`src/rtl/uc_pkg.sv`:
```
// Shared encodings for the gen-2 sequencer: opcodes, SYS subcodes, FSM states.
package uc_pkg;

    localparam logic [3:0] OP_SYS   = 4'h0;
    localparam logic [3:0] OP_LOAD  = 4'h1;
    localparam logic [3:0] OP_STORE = 4'h2;
    localparam logic [3:0] OP_JMP   = 4'h3;
    localparam logic [3:0] OP_BEQ   = 4'h4;
    localparam logic [3:0] OP_BC    = 4'h5;
    localparam logic [3:0] OP_IN    = 4'h6;
    localparam logic [3:0] OP_OUT   = 4'h7;

    localparam logic [3:0] SYS_NOP  = 4'h0;
    localparam logic [3:0] SYS_CALL = 4'h1;
    localparam logic [3:0] SYS_RET  = 4'h2;
    localparam logic [3:0] SYS_HALT = 4'h3;

    typedef enum logic [1:0] {
        ST_FETCH    = 2'd0,
        ST_EXECUTE  = 2'd1,
        ST_MEM_WAIT = 2'd2,
        ST_HALT     = 2'd3
    } state_t;

endpackage

```
`src/rtl/uc_call_stack.sv`:
```
// Return-address LIFO. The caller never pushes when full nor pops when empty;
// r_sp counts occupied entries, so the top of stack is entry r_sp-1.
module uc_call_stack #(
    parameter int PC_W  = 12,
    parameter int DEPTH = 4
) (
    input  logic            clk,
    input  logic            arst_n,
    input  logic            push,
    input  logic            pop,
    input  logic [PC_W-1:0] push_data,
    output logic [PC_W-1:0] top,
    output logic            full,
    output logic            empty
);

    localparam int SPW = $clog2(DEPTH + 1);

    logic [PC_W-1:0] r_mem [DEPTH];
    logic [SPW-1:0]  r_sp;
    logic [PC_W-1:0] w_top;

    // Storage and pointer update; writes land in the slot just above the top.
    always_ff @(posedge clk or negedge arst_n) begin
        if (!arst_n) begin
            r_sp <= '0;
            for (int i = 0; i < DEPTH; i++) r_mem[i] <= '0;
        end else if (push) begin
            for (int i = 0; i < DEPTH; i++)
                if (r_sp == SPW'(i)) r_mem[i] <= push_data;
            r_sp <= r_sp + 1'b1;
        end else if (pop) begin
            r_sp <= r_sp - 1'b1;
        end
    end

    // Top-of-stack select without a narrowing index into r_mem.
    always_comb begin
        w_top = '0;
        for (int i = 0; i < DEPTH; i++)
            if (r_sp == SPW'(i + 1)) w_top = r_mem[i];
    end

    assign top   = w_top;
    assign full  = (r_sp == SPW'(DEPTH));
    assign empty = (r_sp == '0);

endmodule

```
`src/rtl/control_unit_v2.sv`:
```
// Gen-2 microcontroller sequencer: FETCH latches the instruction and ALU operands,
// EXECUTE performs the op and registers every side effect, so strobes such as
// pc_load and out_valid appear for exactly one cycle after EXECUTE.
// SRAM handshake: sram_req (with we/addr/data) rises on entry to MEM_WAIT and stays
// stable until a cycle in MEM_WAIT sees sram_ready high; that edge completes the
// access and drops sram_req. sram_ready is never looked at outside MEM_WAIT.
module control_unit_v2 #(
    parameter int DATA_W      = 8,
    parameter int PC_W        = 12,
    parameter int STACK_DEPTH = 4,
    parameter int N_OUT       = 2
) (
    input  logic                    clk,
    input  logic                    arst_n,
    input  logic [15:0]             instruction,
    input  logic [PC_W-1:0]         pc_value,
    input  logic [DATA_W-1:0]       sram_read_data,
    input  logic                    sram_ready,
    input  logic [DATA_W-1:0]       alu_result,
    input  logic                    equal,
    input  logic                    carry_out,
    input  logic [DATA_W-1:0]       in_gpio,
    input  logic                    bootstrapping,
    output logic [2:0]              alu_opcode,
    output logic [DATA_W-1:0]       alu_a,
    output logic [DATA_W-1:0]       alu_b,
    output logic                    sram_req,
    output logic                    sram_write_en,
    output logic [7:0]              sram_addr,
    output logic [DATA_W-1:0]       sram_write_data,
    output logic                    pc_load,
    output logic [PC_W-1:0]         pc_next,
    output logic                    pc_inc,
    output logic [N_OUT*DATA_W-1:0] out_gpio,
    output logic [N_OUT-1:0]        out_valid,
    output logic [1:0]              state,
    output logic                    stack_err
);

    import uc_pkg::*;

    state_t                    r_state, w_state_nxt;
    logic [3:0]                r_op, r_dst, r_a, r_b;
    logic [DATA_W-1:0]         r_regs [16];
    logic [2:0]                r_alu_opcode;
    logic [DATA_W-1:0]         r_alu_a, r_alu_b;
    logic                      r_sram_req, r_sram_we;
    logic [7:0]                r_sram_addr;
    logic [DATA_W-1:0]         r_sram_wdata;
    logic                      r_pc_load;
    logic [PC_W-1:0]           r_pc_next;
    logic [N_OUT*DATA_W-1:0]   r_out_gpio;
    logic [N_OUT-1:0]          r_out_valid;
    logic                      r_stack_err;
    logic                      w_push, w_pop, w_stack_fault;
    logic                      w_full, w_empty;
    logic [PC_W-1:0]           w_top;

    uc_call_stack #(.PC_W(PC_W), .DEPTH(STACK_DEPTH)) u_stack (
        .clk       (clk),
        .arst_n    (arst_n),
        .push      (w_push),
        .pop       (w_pop),
        .push_data (pc_value),
        .top       (w_top),
        .full      (w_full),
        .empty     (w_empty)
    );

    // State register.
    always_ff @(posedge clk or negedge arst_n) begin
        if (!arst_n) r_state <= ST_FETCH;
        else         r_state <= w_state_nxt;
    end

    // Next state plus stack control; a stack fault parks the sequencer in HALT.
    always_comb begin
        w_state_nxt   = r_state;
        w_push        = 1'b0;
        w_pop         = 1'b0;
        w_stack_fault = 1'b0;
        case (r_state)
            ST_FETCH:   w_state_nxt = ST_EXECUTE;
            ST_EXECUTE: begin
                w_state_nxt = ST_FETCH;
                case (r_op)
                    OP_SYS: begin
                        case (r_dst)
                            SYS_CALL: begin
                                if (w_full) begin
                                    w_stack_fault = 1'b1;
                                    w_state_nxt   = ST_HALT;
                                end else begin
                                    w_push = 1'b1;
                                end
                            end
                            SYS_RET: begin
                                if (w_empty) begin
                                    w_stack_fault = 1'b1;
                                    w_state_nxt   = ST_HALT;
                                end else begin
                                    w_pop = 1'b1;
                                end
                            end
                            SYS_HALT: w_state_nxt = ST_HALT;
                            default:  ;
                        endcase
                    end
                    OP_LOAD, OP_STORE: w_state_nxt = ST_MEM_WAIT;
                    default: ;
                endcase
            end
            ST_MEM_WAIT: if (sram_ready) w_state_nxt = ST_FETCH;
            default:     w_state_nxt = ST_HALT;
        endcase
    end

    // Datapath: operand latch, register file writes and all registered outputs.
    always_ff @(posedge clk or negedge arst_n) begin
        if (!arst_n) begin
            r_op <= '0; r_dst <= '0; r_a <= '0; r_b <= '0;
            for (int i = 0; i < 16; i++) r_regs[i] <= '0;
            r_alu_opcode <= '0; r_alu_a <= '0; r_alu_b <= '0;
            r_sram_req <= 1'b0; r_sram_we <= 1'b0;
            r_sram_addr <= '0; r_sram_wdata <= '0;
            r_pc_load <= 1'b0; r_pc_next <= '0;
            r_out_gpio <= '0; r_out_valid <= '0;
            r_stack_err <= 1'b0;
        end else begin
            r_pc_load   <= 1'b0;
            r_out_valid <= '0;
            case (r_state)
                ST_FETCH: begin
                    r_op         <= instruction[15:12];
                    r_dst        <= instruction[11:8];
                    r_a          <= instruction[7:4];
                    r_b          <= instruction[3:0];
                    r_alu_opcode <= instruction[14:12];
                    r_alu_a      <= r_regs[instruction[7:4]];
                    r_alu_b      <= r_regs[instruction[3:0]];
                end
                ST_EXECUTE: begin
                    case (r_op)
                        OP_SYS: begin
                            if (w_push) begin
                                r_pc_next <= PC_W'({r_a, r_b});
                                r_pc_load <= 1'b1;
                            end
                            if (w_pop) begin
                                r_pc_next <= w_top;
                                r_pc_load <= 1'b1;
                            end
                            if (w_stack_fault) r_stack_err <= 1'b1;
                        end
                        OP_LOAD, OP_STORE: begin
                            r_sram_req   <= 1'b1;
                            r_sram_we    <= (r_op == OP_STORE);
                            r_sram_addr  <= {r_a, r_b};
                            r_sram_wdata <= r_regs[r_dst];
                        end
                        OP_JMP: begin
                            r_pc_next <= PC_W'({r_dst, r_a, r_b});
                            r_pc_load <= 1'b1;
                        end
                        OP_BEQ, OP_BC: begin
                            if ((r_op == OP_BEQ) ? equal : carry_out) begin
                                r_pc_next <= PC_W'({r_dst, r_a, r_b});
                                r_pc_load <= 1'b1;
                            end
                        end
                        OP_IN: r_regs[r_dst] <= bootstrapping ? DATA_W'({r_a, r_b}) : in_gpio;
                        OP_OUT: begin
                            for (int k = 0; k < N_OUT; k++) begin
                                if (r_b == 4'(k)) begin
                                    r_out_gpio[k*DATA_W +: DATA_W] <= r_regs[r_dst];
                                    r_out_valid[k]                 <= 1'b1;
                                end
                            end
                        end
                        default: r_regs[r_dst] <= alu_result;
                    endcase
                end
                ST_MEM_WAIT: begin
                    if (sram_ready) begin
                        r_sram_req <= 1'b0;
                        r_sram_we  <= 1'b0;
                        if (r_op == OP_LOAD) r_regs[r_dst] <= sram_read_data;
                    end
                end
                default: ;
            endcase
        end
    end

    assign alu_opcode      = r_alu_opcode;
    assign alu_a           = r_alu_a;
    assign alu_b           = r_alu_b;
    assign sram_req        = r_sram_req;
    assign sram_write_en   = r_sram_we;
    assign sram_addr       = r_sram_addr;
    assign sram_write_data = r_sram_wdata;
    assign pc_load         = r_pc_load;
    assign pc_next         = r_pc_next;
    assign pc_inc          = (r_state == ST_FETCH);
    assign out_gpio        = r_out_gpio;
    assign out_valid       = r_out_valid;
    assign state           = r_state;
    assign stack_err       = r_stack_err;

endmodule
```
`config.mk`:
```
export PLATFORM = sky130hd
export DESIGN_NAME = control_unit_v2
export DESIGN_NICKNAME = d
export VERILOG_FILES = /design/src/rtl/uc_pkg.sv /design/src/rtl/uc_call_stack.sv /design/src/rtl/control_unit_v2.sv
export SDC_FILE = /design/constraint.sdc
export NUM_CORES = 1
export LEC_CHECK = 0
export ABC_CLOCK_PERIOD_IN_PS = 3740
export BUFFER_PORTS_ARGS = -buffer_cell sky130_fd_sc_hd__buf_2
export CAP_MARGIN = 20
export CORE_AREA = 2 2 182 228
export DETAILED_ROUTE_END_ITERATION = 7
export DIE_AREA = 0 0 184 230
export PLACE_DENSITY = 0.61
export SYNTH_ARGS = -nofsm -noshare
export SYNTH_HDL_FRONTEND = slang
export SYNTH_SLANG_ARGS = --single-unit
```
`constraint.sdc`:
```
create_clock -name clk -period 3.74 [get_ports clk]
set_input_delay 0.561 -clock clk [delete_from_list [all_inputs] [get_ports clk]]
set_output_delay 0.561 -clock clk [all_outputs]
set_load 0.01 [all_outputs]
```
==> impl_metrics.sql, run 1 <==
INSERT INTO impl_metrics (metric_group, metric, value, unit) VALUES
('clocking', 'cts_buffers', '30', ''),
('synth', 'netlist.top_cell.by_area', 'sky130_fd_sc_hd__dfrtp_1', ''),
('layout', 'post_route_cells_drive_above_1_share', '35.14', '%'),
('synth', 'synth_top_family_by_area', 'multiplexers', ''),
('synth', 'synth.distinct_cells', '51', ''),
('layout', 'layout-area-overhead-vs-synth', '17.12', '%'),
('synth', 'synth_compound_area_share', '12.77', '%'),
('floorplan', 'die_height', '230', 'um'),
('power_and_ir_drop', 'sw_frac_of_total', '38.22', '%'),
('timing', 'finalHoldViolCount', '2', ''),
('timing', 'final.hold.worst_slack', '-0.0003435', 'ns'),
('route', 'ant_nets', '0', ''),
('synth', 'yosysWarnings', '0', ''),
('timing', 'rsz0062_at_grt', 'no', ''),
('route', 'detail_route.wirelength', '41080', 'um'),
('setup_path', 'worst-setup-path-type', 'reg2reg', ''),
('power_and_ir_drop', 'clock_power_share', '22.3', '%'),
('timing', 'post-route-period-util', '78.47', '%'),
('place', 'gpl.final_weighted_congestion', '0.8337', ''),
('timing', 'setup_viol', '0', ''),
('clocking', 'cts.repair_timing.setup_buffer_count', '0', ''),
('synth', 'synth_adder_area_share', '0.5399', '%'),
('global_route', 'pin_count_of_the_biggest_net_entering_global_routing', '99', ''),
('floorplan', 'placement_rows', '82', ''),
('route', 'detail_route.wl_per_cell', '22.45', 'um'),
('route', 'initialDrtViolationCount', '812', ''),
('synth', 'synth_area', '13910', 'um2'),
('route', 'vias', '10250', ''),
('route', 'mean_number_of_vias_per_cell', '5.601', ''),
('clocking', 'clock_sink_count', '263', ''),
('power_and_ir_drop', 'internal-power', '0.008823', 'W'),
('power_and_ir_drop', 'power.combinational.fraction', '41.0', '%'),
('floorplan', 'design.portCount', '130', ''),
('setup_path', 'critical_path_peak_fanout', '13', ''),
('synth', 'synth_top_area_share', '47.33', '%'),
('timing', 'max_freq', '340.8', 'MHz'),
('outcome', 'violated_checks', 'hold timing', ''),
('global_route', 'grt_util_all_layers', '19.60', '%'),
('synth', 'synth_simple_gate_area_share', '9.322', '%'),
('power_and_ir_drop', 'max-vdd-ir-drop', '0.0004142', 'V'),
('power_and_ir_drop', 'p_switching', '0.005459', 'W'),
('floorplan', 'die_area', '42320', 'um2'),
('layout', 'num-nets-final', '1366', ''),
('setup_path', 'max_stage_delay', '0.60', 'ns'),
('global_route', 'antenna_found_initial', '0', ''),
('clocking', 'clock_tree.buffer_depth', '3', ''),
('synth', 'yosys-top-cells-area', 'sky130_fd_sc_hd__dfrtp_1 47%, sky130_fd_sc_hd__mux4_2 16%, sky130_fd_sc_hd__mux2_2 8.5%', ''),
('outcome', 'outcome', 'finished, violations left', ''),
('setup_path', 'timing.critical_path.slowest_stage_cell', 'sky130_fd_sc_hd__nor3b_4', ''),
('place', 'io_buffer_count', '129', ''),
('power_and_ir_drop', 'power.density_cell_area', '876.9', 'nW/um2'),
('synth', 'syn-num-nets', '1259', ''),
('timing', 'timing.setup.tns', '0', 'ns'),
('place', 'detailedPlacementHpwl', '28440', 'um'),
('route', 'remaining_drc_errors', '0', ''),
('synth', 'post_synth_mux_area_share', '26.08', '%'),
('floorplan', 'floorplan.initialDensity', '34.75', '%'),
('setup_path', 'cp.arrival', '3.38', 'ns'),
('route', 'drt_first_pass_iters', '6', ''),
('timing', 'final-max-slew-violation-count', '0', ''),
('clocking', 'h_tree_depth_reported_by_cts', '1', ''),
('synth', 'post-synth-top-count-cell', 'sky130_fd_sc_hd__dfrtp_1', ''),
('layout', 'design_area', '16290', 'um2'),
('floorplan', 'core_area', '40010', 'um2'),
('clocking', 'cts_tree', 'yes', ''),
('synth', 'count_of_flip_flops_with_a_built_in_enable_after_synthesis', '0', ''),
('synth', 'synthXorXnorAreaFrac', '0.1890', '%'),
('synth', 'ys_ff_latch', '263', ''),
('layout', 'diodes_inserted', '0', ''),
('power_and_ir_drop', 'seq_power_share', '36.7', '%'),
('timing', 'worst_max_slew_pin_slew', '1.073', 'ns');
-- registers in the layout (all words and copies together) (netlist names), 8 cells and up --
| register | cells |
|---|---|
| sram_addr | 8 |
| sram_write_data | 8 |
| alu_b | 8 |
| out_gpio | 16 |
| pc_next | 12 |
| u_stack.r_mem | 48 |
| alu_a | 8 |
| r_regs | 128 |
-- layout make-up --
cell class / instances / area share [%]
multi-input combinational: 808 / 41.78
timing repair buffer: 181 / 6.853
clock inverter: 16 / 1.314
sequential: 263 / 40.42
tap: 504 / 3.872
inverter: 18 / 0.4148
clock buffer: 40 / 5.339
-- path summary, 6_finish.rpt --
path | start | end | slack (ns) | cells past startpoint
max | r_op[3] | u_stack.r_mem[20] | 0.81 | 5
min | arst_n | alu_b[5] | -0.0003 | 1
max reg2reg | r_op[3] | u_stack.r_mem[20] | 0.81 | 5
min reg2reg | sram_req | sram_req | 0.50 | 2
max in group asynchronous | arst_n | r_regs[77] | 2.73 | 2
min in group clk | instruction[13] | r_op[1] | 0.23 | 3
-- metal layers --
layer	vias to the layer above	track usage (%)	part of all wire, %
li1	4592	-	-
met1	5177	25.17	39
met2	399	32.67	49
met3	82	3.484	7.4
met4	0	8.025	4.0
met5	-	0	0
-- stage by stage --
step / setup slack [ns] / hold slack (ns) / std cells / total power [W] / utilization [%]
2_1_floorplan: 1.125 / 0.2654 / 1195 / 0.009034 / -
3_3_place_gp: 0.8766 / 0.4852 / 1772 / 0.01089 / 37.94
3_5_place_dp: 0.8267 / 0.4626 / 1772 / 0.01109 / 37.94
4_1_cts: 0.8128 / 0.04255 / 1828 / 0.01432 / 40.65
5_1_grt: 0.6477 / 0.04232 / 1830 / 0.01513 / 40.70
6_report: 0.8054 / -0.0003435 / 1830 / 0.01428 / 40.70
-- critical path: cells and delay by family (launching register included) --
kind | cells | cell delay (ns)
DFF | 1 | 0.46
muxes | 1 | 0.41
and+or+nand+nor | 4 | 1.94
-- cells by family after synthesis --
| family | after synthesis |
|---|---|
| AND/OR/NAND/NOR | 296 |
| AO/OA/AOI/OAI | 274 |
| flip-flops | 263 |
| multiplexers | 229 |
| buffers and inverters | 124 |
| adder cells (fa/ha/maj) | 6 |
| XOR/XNOR | 3 |
-- power groups by stage --
stage,clock (W),sequential (W),combinational (W)
after floorplan,0,0.00493,0.00410
after global placement,0,0.00517,0.00572
after detailed placement,0,0.00526,0.00583
after CTS,0.00324,0.00522,0.00586
after global routing,0.00337,0.00542,0.00634
final,0.00318,0.00525,0.00585
-- cell usage in the layout, fill, tap and decap left out, types with 27 or more instances in the layout --
master | Yosys | layout
sky130_fd_sc_hd__clkbuf_16 | 0 | 31
sky130_fd_sc_hd__a21oi_1 | 159 | 159
sky130_fd_sc_hd__mux2i_1 | 27 | 27
sky130_fd_sc_hd__mux4_2 | 96 | 96
sky130_fd_sc_hd__nand2_1 | 84 | 84
sky130_fd_sc_hd__dfrtp_1 | 263 | 261
sky130_fd_sc_hd__mux2_2 | 105 | 105
sky130_fd_sc_hd__buf_4 | 5 | 46
sky130_fd_sc_hd__nor2_1 | 153 | 153
sky130_fd_sc_hd__o21ai_0 | 33 | 33
sky130_fd_sc_hd__buf_2 | 21 | 128
Note: power is estimated with default switching activity, not from simulation.
==> run 2, diff against run 1 <==
- ABC_CLOCK_PERIOD_IN_PS: 3740 -> 2950
- clock period: 3.74 -> 2.95 ns (I/O delays scaled with it)
==> run 2 against run 1 <==
  * The run now ends clean
  * Critical endpoint is now u_stack.r_mem[6]
  * Die area did not move
  * Register-to-register slack got worse by 0.66 ns
  * First-iteration DRC count fell by 5.4%
  * Sequential power rose by 25%
  * Utilization rose by 0.088 points
  * Sequential share of layout area fell by 0.087 points
  * Critical path depth did not move
==> impl_metrics.sql, run 2 (synthesized netlist as in run 1, its figures left out) <==
INSERT INTO impl_metrics (metric_group, metric, value, unit) VALUES
('floorplan', 'placement_rows', '82', ''),
('timing', 'finalHoldViolCount', '0', ''),
('clocking', 'clock_tree.buffer_depth', '3', ''),
('route', 'initialDrtViolationCount', '768', ''),
('power_and_ir_drop', 'power.combinational.fraction', '42.9', '%'),
('layout', 'post_route_cells_drive_above_1_share', '35.47', '%'),
('place', 'io_buffer_count', '129', ''),
('layout', 'fill_count', '3839', ''),
('layout', 'layout-area-overhead-vs-synth', '17.37', '%'),
('timing', 'min_period', '2.807', 'ns'),
('setup_path', 'worst-setup-path-type', 'reg2reg', ''),
('power_and_ir_drop', 'max-vdd-ir-drop', '0.0005829', 'V'),
('route', 'detail_route.wl_per_cell', '22.63', 'um'),
('setup_path', 'critical_path_peak_fanout', '13', ''),
('layout', 'most_used_cells_in_the_layout_excluding_fill_and_tap_cells', '261 x sky130_fd_sc_hd__dfrtp_1, 159 x sky130_fd_sc_hd__a21oi_1, 153 x sky130_fd_sc_hd__nor2_1, 128 x sky130_fd_sc_hd__buf_2, 105 x sky130_fd_sc_hd__mux2_2', ''),
('timing', 'timing.setup.tns', '0', 'ns'),
('place', 'gpl.final_weighted_congestion', '0.8230', ''),
('layout', 'layout.area.seq', '6584', 'um2'),
('timing', 'max_freq', '356.3', 'MHz'),
('global_route', 'grt_util_all_layers', '19.97', '%'),
('timing', 'setup_viol', '0', ''),
('power_and_ir_drop', 'lkg_pwr', '7.039', 'nW'),
('floorplan', 'core_area', '40010', 'um2'),
('floorplan', 'floorplan.initialDensity', '34.75', '%'),
('clocking', 'clock_sink_count', '263', ''),
('timing', 'worst_slew_margin_rel', '35.08', '%'),
('setup_path', 'critical_path.n_buffers_inverters', '0', ''),
('setup_path', 'cp_top_family', 'simple AND/OR/NAND/NOR gates', ''),
('setup_path', 'endpoint_kind', 'flop', ''),
('timing', 'rsz0062_at_grt', 'no', ''),
('route', 'remaining_drc_errors', '0', ''),
('clocking', 'cts_tree', 'yes', ''),
('power_and_ir_drop', 'internal-power', '0.01098', 'W'),
('clocking', 'cts_buffers', '29', ''),
('setup_path', 'cp_data_required_time', '3.38', 'ns'),
('clocking', 'worst_setup_hold_path_clk_slew', '0.06', 'ns'),
('route', 'drt_first_pass_iters', '5', ''),
('layout', 'layout_commonest_cell', 'sky130_fd_sc_hd__dfrtp_1', ''),
('layout', 'diodes_inserted', '0', ''),
('route', 'vias', '10310', ''),
('layout', 'largest_register_ffs', '128', ''),
('route', 'detail_route.wirelength', '41780', 'um'),
('global_route', 'grt_pass1_vias', '10480', ''),
('setup_path', 'crit_chain', 'or3b_4, or4_4, nor3_2, nand2_1, mux2_2', ''),
('power_and_ir_drop', 'power.density_cell_area', '1096', 'nW/um2'),
('hold_path', 'hp-class', 'in2reg', ''),
('power_and_ir_drop', 'p_switching', '0.006912', 'W'),
('floorplan', 'die-width', '184', 'um'),
('place', 'detailedPlacementHpwl', '29100', 'um'),
('place', 'total_placed_cells_including_tap_cells', '1791', ''),
('job', 'timing.max_cap.violations', '0', ''),
('timing', 'final.hold.worst_slack', '0.09398', 'ns'),
('timing', 'final-max-slew-violation-count', '0', ''),
('floorplan', 'die_area', '42320', 'um2'),
('layout', 'num-nets-final', '1384', ''),
('power_and_ir_drop', 'seq_power_share', '36.6', '%'),
('global_route', 'pin_count_of_the_biggest_net_entering_global_routing', '84', ''),
('route', 'mean_number_of_vias_per_cell', '5.587', ''),
('setup_path', 'timing.critical_path.slowest_stage_cell', 'sky130_fd_sc_hd__or4_4', ''),
('timing', 'worst_max_slew_pin_slew', '0.9702', 'ns'),
('clocking', 'worstSkewPairLatency', '0.55', 'ns'),
('setup_path', 'timing.critical_path.from_type', 'flop', ''),
('timing', 'worst_clock_skew', '0.009217', 'ns'),
('global_route', 'grt_overflow_total', '0', ''),
('clocking', 'cts-resized-gates', '0', ''),
('power_and_ir_drop', 'clock_power_share', '20.5', '%'),
('global_route', 'first_pass_grt_wire_length', '63790', 'um'),
('layout', 'finalNonFillerCells', '1846', ''),
('timing', 'post-route-period-util', '95.14', '%'),
('setup_path', 'cp.arrival', '3.24', 'ns'),
('route', 'ant_nets', '0', ''),
('floorplan', 'design.portCount', '130', ''),
('layout', 'area_taken_by_multi_input_logic_gates', '6805', 'um2'),
('power_and_ir_drop', 'sw_frac_of_total', '38.64', '%'),
('clocking', 'h_tree_depth_reported_by_cts', '1', ''),
('floorplan', 'die_height', '230', 'um'),
('global_route', 'antenna_found_initial', '0', ''),
('outcome', 'outcome', 'complete, no violations', ''),
('layout', 'top_register', 'r_regs', ''),
('setup_path', 'max_stage_delay', '0.58', 'ns'),
('clocking', 'ctsRootBufferMaster', 'sky130_fd_sc_hd__clkbuf_16', '');
[run 2: cell count changes in the layout (fill, tap and decap cells not counted), moves of 3 or more]
cell | before | now
sky130_fd_sc_hd__clkbuf_1 | 3 | 8
sky130_fd_sc_hd__clkbuf_8 | 6 | 9
sky130_fd_sc_hd__buf_4 | 46 | 63
sky130_fd_sc_hd__bufinv_16 | 5 | 2
sky130_fd_sc_hd__clkinv_2 | 8 | 5
[run 2: layer usage]
layer	GRT usage (%)	vias to the layer above	part of all wire, %
met3	3.120	73	6.5
li1	-	4629	-
met4	6.725	0	2.8
met2	34.60	391	51
met1	25.40	5220	39
met5	0	-	0
[run 2: power by group through the flow]
stage / logic, W / registers (W) / clock network (W)
3_3_place_gp: 0.00752 / 0.00645 / 0
3_5_place_dp: 0.00768 / 0.00656 / 0
4_1_cts: 0.00770 / 0.00651 / 0.00374
6_report: 0.00768 / 0.00655 / 0.00367
5_1_grt: 0.00835 / 0.00674 / 0.00388
2_1_floorplan: 0.00520 / 0.00625 / 0
[run 2: what timing repair did]
action,in CTS,in global routing
setup endpoints to repair,0,0
setup buffers,0,0
hold endpoints to repair,78,0
hold buffers,1,0
[run 2: worst paths after layout]
path | cells past startpoint | startpoint | slack (ns) | endpoint
worst max-delay path | 5 | state[1] | 0.14 | u_stack.r_mem[6]
worst min-delay path | 3 | instruction[14] | 0.09 | r_op[2]
worst max register to register | 5 | state[1] | 0.14 | u_stack.r_mem[6]
worst min register to register | 2 | sram_req | 0.46 | sram_req
max in group asynchronous | 3 | arst_n | 1.54 | r_dst[0]
min in group asynchronous | 2 | arst_n | 0.50 | r_regs[19]
[run 2: layout make-up]
type	instances	area share (%)
sequential	263	40.34
clock buffer	46	5.389
multi-input combinational	808	41.69
clock inverter	7	0.5213
inverter	18	0.4140
timing repair buffer	200	7.781
tap	504	3.864
[run 2: stage by stage]
step	utilization, %	cell area [um2]	setup WS, ns	power, W
floorplan	-	13910	0.4157	0.01145
global placement	38.33	15340	0.2796	0.01397
detailed placement	38.33	15340	0.2061	0.01423
CTS	40.76	16310	0.1829	0.01795
global route	40.79	16320	0.07071	0.01896
finish	40.79	16320	0.1432	0.01789
[run 2: worst reg2reg max path, cell delays in order (launching register included)]
cell and delay [ns]:
sky130_fd_sc_hd__dfrtp_1 0.44, sky130_fd_sc_hd__or3b_4 0.45, sky130_fd_sc_hd__or4_4 0.58, sky130_fd_sc_hd__nor3_2 0.33
sky130_fd_sc_hd__nand2_1 0.43, sky130_fd_sc_hd__mux2_2 0.46
==> run 3, diff against run 2 <==
- RECOVER_POWER: unset -> 100
==> run 3 against run 2 <==
  * Clock skew about the same
  * Sequential power is essentially flat
  * Highest routed layer unchanged
  * The run now ends with capacitance limit, slew limit left
  * Final cell count is the same
==> impl_metrics.sql, run 3 (synthesized netlist as in run 1, its figures left out) <==
INSERT INTO impl_metrics (metric_group, metric, value, unit) VALUES
('outcome', 'outcome', 'finished, violations left', ''),
('outcome', 'violated_checks', 'capacitance limit, slew limit', ''),
('route', 'vias', '10320', ''),
('clocking', 'h_tree_depth_reported_by_cts', '1', ''),
('clocking', 'worst_setup_hold_path_clk_slew', '0.06', 'ns'),
('setup_path', 'timing.critical_path.slowest_stage_cell', 'sky130_fd_sc_hd__or4_4', ''),
('global_route', 'grt_overflow_total', '0', ''),
('timing', 'finalHoldViolCount', '0', ''),
('layout', 'num-nets-final', '1384', ''),
('clocking', 'cts_tree', 'yes', ''),
('layout', 'most_used_cells_in_the_layout_excluding_fill_and_tap_cells', '261 x sky130_fd_sc_hd__dfrtp_1, 159 x sky130_fd_sc_hd__a21oi_1, 153 x sky130_fd_sc_hd__nor2_1, 105 x sky130_fd_sc_hd__mux2_2, 96 x sky130_fd_sc_hd__mux4_2', ''),
('floorplan', 'core_area', '40010', 'um2'),
('global_route', 'grt_pass1_vias', '10480', ''),
('global_route', 'grt_util_all_layers', '19.97', '%'),
('timing', 'rsz0062_at_grt', 'no', ''),
('place', 'gpl.final_weighted_congestion', '0.8230', ''),
('floorplan', 'die_area', '42320', 'um2'),
('power_and_ir_drop', 'power.density_cell_area', '1098', 'nW/um2'),
('power_and_ir_drop', 'max-vdd-ir-drop', '0.0005711', 'V'),
('route', 'initialDrtViolationCount', '707', ''),
('floorplan', 'floorplan.initialDensity', '34.75', '%'),
('layout', 'layout-area-overhead-vs-synth', '15.75', '%'),
('timing', 'worst_max_slew_pin_slew', '2.081', 'ns'),
('clocking', 'ctsHoldBuffers', '1', ''),
('floorplan', 'design.portCount', '130', ''),
('layout', 'design_area', '16100', 'um2'),
('route', 'drt_first_pass_iters', '5', ''),
('timing', 'post-route-period-util', '94.18', '%'),
('route', 'detail_route.wl_per_cell', '22.64', 'um'),
('global_route', 'pin_count_of_the_biggest_net_entering_global_routing', '84', ''),
('layout', 'top_register', 'r_regs', ''),
('route', 'mean_number_of_vias_per_cell', '5.591', ''),
('setup_path', 'worst-setup-path-type', 'reg2reg', ''),
('setup_path', 'critical_path_peak_fanout', '13', ''),
('setup_path', 'cp_data_required_time', '3.38', 'ns'),
('setup_path', 'endpoint_kind', 'flop', ''),
('setup_path', 'timing.critical_path.from_type', 'flop', ''),
('route', 'remaining_drc_errors', '0', ''),
('floorplan', 'die_height', '230', 'um'),
('route', 'ant_nets', '0', ''),
('layout', 'post_route_cells_drive_above_1_share', '29.28', '%'),
('layout', 'post_layout_util', '40.23', '%'),
('hold_path', 'hp-class', 'in2reg', ''),
('place', 'io_buffer_count', '129', ''),
('layout', 'diodes_inserted', '0', ''),
('place', 'dpl_cell_area', '15340', 'um2'),
('timing', 'worst_slew_margin_rel', '-38.73', '%'),
('clocking', 'clock_tree.buffer_depth', '3', ''),
('global_route', 'antenna_found_initial', '0', ''),
('floorplan', 'die-width', '184', 'um'),
('setup_path', 'crit_chain', 'or3b_4, or4_4, nor3_2, nand2_1, mux2_2', ''),
('layout', 'largest_register_ffs', '128', ''),
('timing', 'timing.setup.tns', '0', 'ns'),
('timing', 'max_freq', '359.9', 'MHz'),
('setup_path', 'max_stage_delay', '0.57', 'ns'),
('clocking', 'cts.repair_timing.setup_buffer_count', '0', ''),
('layout', 'layout_commonest_cell', 'sky130_fd_sc_hd__dfrtp_1', ''),
('setup_path', 'cp.arrival', '3.21', 'ns'),
('clocking', 'cts_buffers', '29', ''),
('timing', 'final-max-slew-violation-count', '81', ''),
('clocking', 'cts-resized-gates', '0', ''),
('timing', 'setup_viol', '0', ''),
('timing', 'worst_clock_skew', '0.009682', 'ns'),
('clocking', 'worstSkewPairLatency', '0.55', 'ns'),
('timing', 'final.setup.worst_slack', '0.1717', 'ns'),
('power_and_ir_drop', 'lkg_pwr', '6.743', 'nW'),
('place', 'detailedPlacementHpwl', '29100', 'um'),
('clocking', 'clock_sink_count', '263', ''),
('route', 'detail_route.wirelength', '41800', 'um'),
('timing', 'min_period', '2.778', 'ns'),
('job', 'timing.max_cap.violations', '1', ''),
('global_route', 'first_pass_grt_wire_length', '63790', 'um'),
('floorplan', 'placement_rows', '82', ''),
('place', 'dp_slack', '0.2061', 'ns'),
('clocking', 'ctsRootBufferMaster', 'sky130_fd_sc_hd__clkbuf_16', '');
-- run 3: changes by cell type in the layout (fill, tap and decap cells not counted), sizes merged --
cell | before | now
buf | 199 | 109
clkbuf | 46 | 136
-- run 3: report_power, final --
group	internal [W]	switching [W]
combinational	0.00347	0.00399
clock	0.00220	0.00146
sequential	0.00513	0.00142
total	0.0108	0.00687
-- run 3: layout make-up --
cell class | count | area (um2)
Fill cell | 3886 | 23920
Multi-Input combinational cell | 808 | 6743
Sequential cell | 263 | 6584
Timing Repair Buffer | 200 | 1106
Clock buffer | 46 | 879.6
Tap cell | 504 | 630.6
Clock inverter | 7 | 85.08
Inverter | 18 | 67.56
-- run 3: routing by layer --
layer  vias up  track usage (%)  routed length, um
met4         0            6.725               1330
met5         -                0                  0
met2       392            34.60              21380
li1       4621                -                  -
met1      5221            25.40              16590
met3        87            3.120               2502
-- run 3: critical path: cells and delay by family (launching register included) --
kind | cells | cell delay (ns)
mux | 1 | 0.44
flops | 1 | 0.44
simple gates | 4 | 1.77
-- run 3: worst paths after layout --
check	from	to	slack, ns	depth (start not counted)
setup / recovery	state[1]	u_stack.r_mem[6]	0.17	5
hold / removal	instruction[14]	r_op[2]	0.09	3
setup reg to reg	state[1]	u_stack.r_mem[6]	0.17	5
hold reg to reg	sram_req	sram_req	0.47	2
max in group asynchronous	arst_n	r_dst[1]	0.52	2
min in group asynchronous	arst_n	r_regs[19]	1.06	2
-- run 3: stage by stage --
stage | power (W) | std cells | hold slack [ns]
6_report | 0.01767 | 1846 | 0.09313
5_1_grt | 0.01875 | 1846 | 0.08781
4_1_cts | 0.01795 | 1845 | 0.07514
3_5_place_dp | 0.01423 | 1791 | 0.4582
3_3_place_gp | 0.01397 | 1791 | 0.4582
2_1_floorplan | 0.01145 | 1195 | 0.1469
